### src/rtl/pipe_pkg.sv
// rtl/pipe_pkg.sv - shared state encoding and width defaults for the skid pipe register
package pipe_pkg;

   localparam int PIPE_DATA_W = 64;
   localparam int PIPE_CNT_W  = 16;

   typedef enum logic [1:0] {
      ST_EMPTY = 2'd0,
      ST_BUSY  = 2'd1,
      ST_FULL  = 2'd2
   } pipe_state_t;

endpackage

### src/rtl/pipe_slot64.sv
// rtl/pipe_slot64.sv - one payload slot: register with load enable and sync clear (clear wins)
module pipe_slot64
   import pipe_pkg::*;
#(
   parameter int W = PIPE_DATA_W + 1
) (
   input  logic         clk,
   input  logic         clear,
   input  logic         load,
   input  logic [W-1:0] d,
   output logic [W-1:0] q
);

   always_ff @(posedge clk) begin
      if (clear)
         q <= '0;
      else if (load)
         q <= d;
   end

endmodule

### src/rtl/pipe_skid_reg64.sv
// rtl/pipe_skid_reg64.sv - two-slot skid register with registered in_ready and stall counter
// Optional flush port and logic enabled by PIPE_SKID_FLUSH_EN.
module pipe_skid_reg64
   import pipe_pkg::*;
#(
   parameter int DATA_W = PIPE_DATA_W,
   parameter int CNT_W  = PIPE_CNT_W
) (
   input  logic              clk,
   input  logic              reset,
   input  logic [DATA_W-1:0] in_data,
   input  logic              in_sel,
   input  logic              in_valid,
   output logic              in_ready,
   output logic [DATA_W-1:0] out_data,
   output logic              out_sel,
   output logic              out_valid,
   input  logic              out_ready,
`ifdef PIPE_SKID_FLUSH_EN
   input  logic              flush,
`endif
   output logic [CNT_W-1:0]  stall_cnt
);

   pipe_state_t     state, state_nxt;
   logic            kill, in_fire, out_fire;
   logic            main_load, skid_load, slot_clr;
   logic [DATA_W:0] main_d, main_q, skid_q;

`ifdef PIPE_SKID_FLUSH_EN
   assign kill = flush;
`else
   assign kill = 1'b0;
`endif

   assign out_valid = (state != ST_EMPTY);
   assign in_fire   = in_valid && in_ready && !kill;
   assign out_fire  = out_valid && out_ready;
   assign slot_clr  = reset || kill;

   always_comb begin
      state_nxt = state;
      main_load = 1'b0;
      skid_load = 1'b0;
      main_d    = {in_sel, in_data};
      case (state)
         ST_EMPTY: begin
            if (in_fire) begin
               main_load = 1'b1;
               state_nxt = ST_BUSY;
            end
         end
         ST_BUSY: begin
            if (in_fire && out_fire) begin
               main_load = 1'b1;
            end else if (in_fire) begin
               skid_load = 1'b1;
               state_nxt = ST_FULL;
            end else if (out_fire) begin
               state_nxt = ST_EMPTY;
            end
         end
         ST_FULL: begin
            if (out_ready) begin
               main_load = 1'b1;
               main_d    = skid_q;
               state_nxt = ST_BUSY;
            end
         end
         default: state_nxt = ST_EMPTY;
      endcase
      if (kill)
         state_nxt = ST_EMPTY;
   end

   // in_ready is a pure function of the registered next state, so it never sees out_ready combinationally
   always_ff @(posedge clk) begin
      if (reset) begin
         state     <= ST_EMPTY;
         in_ready  <= 1'b0;
         stall_cnt <= '0;
      end else begin
         state    <= state_nxt;
         in_ready <= (state_nxt != ST_FULL);
         if (out_valid && !out_ready && !kill && (stall_cnt != '1))
            stall_cnt <= stall_cnt + 1'b1;
      end
   end

   pipe_slot64 #(.W(DATA_W + 1)) u_main (
      .clk   (clk),
      .clear (slot_clr),
      .load  (main_load),
      .d     (main_d),
      .q     (main_q)
   );

   pipe_slot64 #(.W(DATA_W + 1)) u_skid (
      .clk   (clk),
      .clear (slot_clr),
      .load  (skid_load),
      .d     ({in_sel, in_data}),
      .q     (skid_q)
   );

   assign {out_sel, out_data} = main_q;

endmodule

### config.mk
export PLATFORM = sky130hd
export DESIGN_NAME = pipe_skid_reg64
export DESIGN_NICKNAME = d
export VERILOG_FILES = /design/src/rtl/pipe_pkg.sv /design/src/rtl/pipe_slot64.sv /design/src/rtl/pipe_skid_reg64.sv
export SDC_FILE = /design/constraint.sdc
export NUM_CORES = 1
export LEC_CHECK = 0
export CORE_AREA = 2 2 140 142
export CTS_CLUSTER_DIAMETER = 30
export CTS_CLUSTER_SIZE = 24
export DETAILED_ROUTE_END_ITERATION = 7
export DIE_AREA = 0 0 142 144
export PLACE_DENSITY = 0.63
export SYNTH_ARGS = -nofsm -noshare
export SYNTH_HDL_FRONTEND = slang
export SYNTH_HIERARCHICAL = 1
export SYNTH_SLANG_ARGS = --single-unit
### constraint.sdc
create_clock -name clk -period 2.28 [get_ports clk]
set_input_delay 0.456 -clock clk [delete_from_list [all_inputs] [get_ports clk]]
set_output_delay 0.456 -clock clk [all_outputs]
set_load 0.1 [all_outputs]
==> results.toml <==
[routing]
vias_per_cell = 4.73
wl_per_cell_um = 14.3
dr_total_vias = 4852
top_layer = "met4"
drt-initial-drc-count = 152
antenna_violating_nets_post_route = 0
wl_met2_mm = 6.42
routed_wirelength_mm = 14.6
drc = 0
wirelength_met1_mm = 7.20
wl_met3_um = 806
first_pass_iters = 4

[worst_setup_path]
crit_chain = "clkdlybuf4s50_1, nor2b_1, nor3b_2, buf_4, buf_12, mux2i_1, nor2_1"
crit_family = "buffers and inverters"
crit_fanout = 15
crit_path_start_kind = "input pin"
critical_path_buf_inv_count = 3
worstSetupPathType = "input pin to flip-flop"
worstPathRequired_ns = 2.56
endpoint_kind = "flip-flop"
arrival_ns = 2.16
cpPeakStageDelay_ns = 0.51
slowest_stage = "clkdlybuf4s50_1"

[finish]
multi_input_area_sq_mm = 0.00318
final_nets = 844
ff_latch_area_sq_mm = 0.00299
drive_above_1_share = 0.286
antennaDiodeCount = 0
area_delta_synth_final_pct = 34.2
fin_util = 0.458
fillers = 1855

[yosys]
synth_area_sq_mm = 0.00651
synthTopCellsByCount = "dfxtp_1 (149), nor2_1 (136), mux2i_1 (132)"
yosysMostFrequentCell = "dfxtp_1"
synth_edf_count = 0
synth-xor-area-share = 0
netlist.area_leader.share = 0.458
synth-main-ff-cell = "dfxtp_1"
synth.area.top_cells = "dfxtp_1 (46%), mux2i_1 (20%), mux2_2 (12%)"
synth_mux_area_frac = 0.320
synth_top_area_cell = "dfxtp_1"
syn_inst = 615
synth_nets = 685
yosysWarnings = 6
yosysSeqAreaShare = 0.458
syn_area_per_cell_sq_um = 10.6
yosysUniqueCellTypes = 42
synth_top_family_by_area = "multiplexers"
synth_adder_area_share = 0.00192
async_flop_share = 0
synth_compound_area_frac = 0.0315
ys_seq_elements = 149
yosys.area_share.simple = 0.132

[sta]
fmax_mhz = 530
setup_ws_ns = 0.394
fin_crit_sh = 0.827
fin_crit_ns = 1.89
drv_slew = 0
max_slew.worst_pin.slew_ns = 0.603
rsz0062_at_grt = "no"
fin_skew_ns = 0.00746
final_hold_viol_count = 0
slew_headroom = 0.594
final-setup-viol-count = 0

[clock_network]
insertion_delay_ns = 0.41
cts_buffer_depth = 2
cts_tree = "done"
cts_resized = 0
holdBufCountCts = 0
cts_root_buffer = "clkbuf_16"
cts_max_level = 4
numCtsBuffers = 17
clkSinkCount = 149
path_clk_slew_ns = 0.06
post_cts_buffers = 0

[floorplanning]
core_area_sq_mm = 0.0191
start_util = 0.341
die_x_um = 142
io_pins = 152
rows = 51
fp.dieH_um = 144
dieArea_sq_mm = 0.0204

[pwr]
powerDensity_mw_per_mm2 = 757
max-vdd-ir-drop_mv = 0.470
p_int_mw = 4.75
leakage_nw = 3.39
p_sw_frac = 0.283
pwr-share-clk = 0.423
finalPower_mw = 6.62
combPwrFrac = 0.164
switchingPower_mw = 1.87
seqPwrFrac = 0.413

[grt]
first_global_vias = 4587
grt_usage = 0.144
antenna_found_initial = 0
grt_max_degree = 60
overflow = 0
grt_first_pass_wirelength_mm = 23.2

[min_path]
hold_path.class = "flip-flop to flip-flop"

[placement]
place_ws_ns = -0.0577
io_buffers = 151
hpwl_mm = 9.91
globalplace.congestion = 0.762

[status]
outcome = "completed"

[run]
cap_violations = 0
kinds of logic after synthesis:
group	Yosys count
AOI/OAI and AO/OA	31
adders and majority gates	1
buffers and inverters	43
DFF	149
muxes	200
and+or+nand+nor	191
power by group through the flow:
stage / sequential (mW) / combinational (mW) / clock [mW]
floorplan: 3.25 / 0.328 / 0
global placement: 2.79 / 1.09 / 0
detailed placement: 2.79 / 1.09 / 0
CTS: 2.73 / 1.10 / 2.90
global route: 2.74 / 1.14 / 3.02
finish: 2.73 / 1.09 / 2.80
metal layers:
layer	track usage	up-vias
met5	0	-
met4	0.0542	0
met3	0.0444	16
met2	0.217	107
met1	0.193	2257
li1	-	2472
metrics by stage:
step | setup TNS (ns) | hold slack [ns] | instances | area [sq um]
2_1_floorplan | 0 | 0.456 | 615 | 6520
3_3_place_gp | -0.000124 | 0.468 | 993 | 8150
3_5_place_dp | -1.20 | 0.479 | 993 | 8150
4_1_cts | 0 | 0.482 | 1025 | 8740
5_1_grt | 0 | 0.503 | 1025 | 8740
6_report | 0 | 0.487 | 1025 | 8740
registers in the layout, summed over array words and instances, names as in the netlist:
| name | flops |
|---|---|
| u_main/q | 65 |
| stall_cnt | 16 |
| state | 2 |
| in_ready | 1 |
| u_skid/q | 65 |
cell type report:
| type | count | area share |
|---|---|---|
| well taps | 238 | 0.0341 |
| clock buffers | 20 | 0.0534 |
| multi-input cells | 423 | 0.364 |
| inverters | 4 | 0.00172 |
| repair buffers | 179 | 0.190 |
| clock inverters | 12 | 0.0145 |
| flip-flops and latches | 149 | 0.342 |
worst register-to-register path: cells and delay by family, from the launching register on:
| kind | cells | cell delay [ns] |
|---|---|---|
| multiplexers | 1 | 0.35 |
| AND/OR/NAND/NOR | 3 | 0.76 |
| adder cells (fa/ha/maj) | 1 | 0.24 |
| flip-flops | 1 | 0.35 |
placed cells by master, fill, tap and decap left out, types with 3 or more instances in the layout:
cell type / netlist / routed
a21oi_1: 11 / 11
or4_1: 5 / 5
clkdlybuf4s50_1: 0 / 67
and3_1: 3 / 3
clkinv_2: 0 / 5
o31ai_1: 7 / 6
mux2i_1: 132 / 132
buf_12: 10 / 12
nor2b_1: 4 / 4
nor3_1: 3 / 3
dfxtp_1: 149 / 144
and4_4: 3 / 3
dfxtp_2: 0 / 5
nor4_1: 4 / 4
o21ai_0: 3 / 3
nand2_1: 8 / 8
inv_1: 4 / 4
clkbuf_16: 0 / 17
clkbuf_8: 0 / 3
nand4_1: 9 / 9
mux2_2: 67 / 67
o21a_1: 3 / 3
nand3_1: 4 / 4
nor2_1: 136 / 136
buf_4: 2 / 100
final timing paths:
kind / startpoint / endpoint / slack [ns] / cells after the start
setup reg to reg: stall_cnt[0] / stall_cnt[15] / 0.47 / 5
hold / removal: u_skid/q[36] / u_skid/q[36] / 0.49 / 2
hold reg to reg: u_skid/q[36] / u_skid/q[36] / 0.49 / 2
setup / recovery: out_ready / u_skid/q[46] / 0.39 / 7
Power figures use the tool's default switching activity.
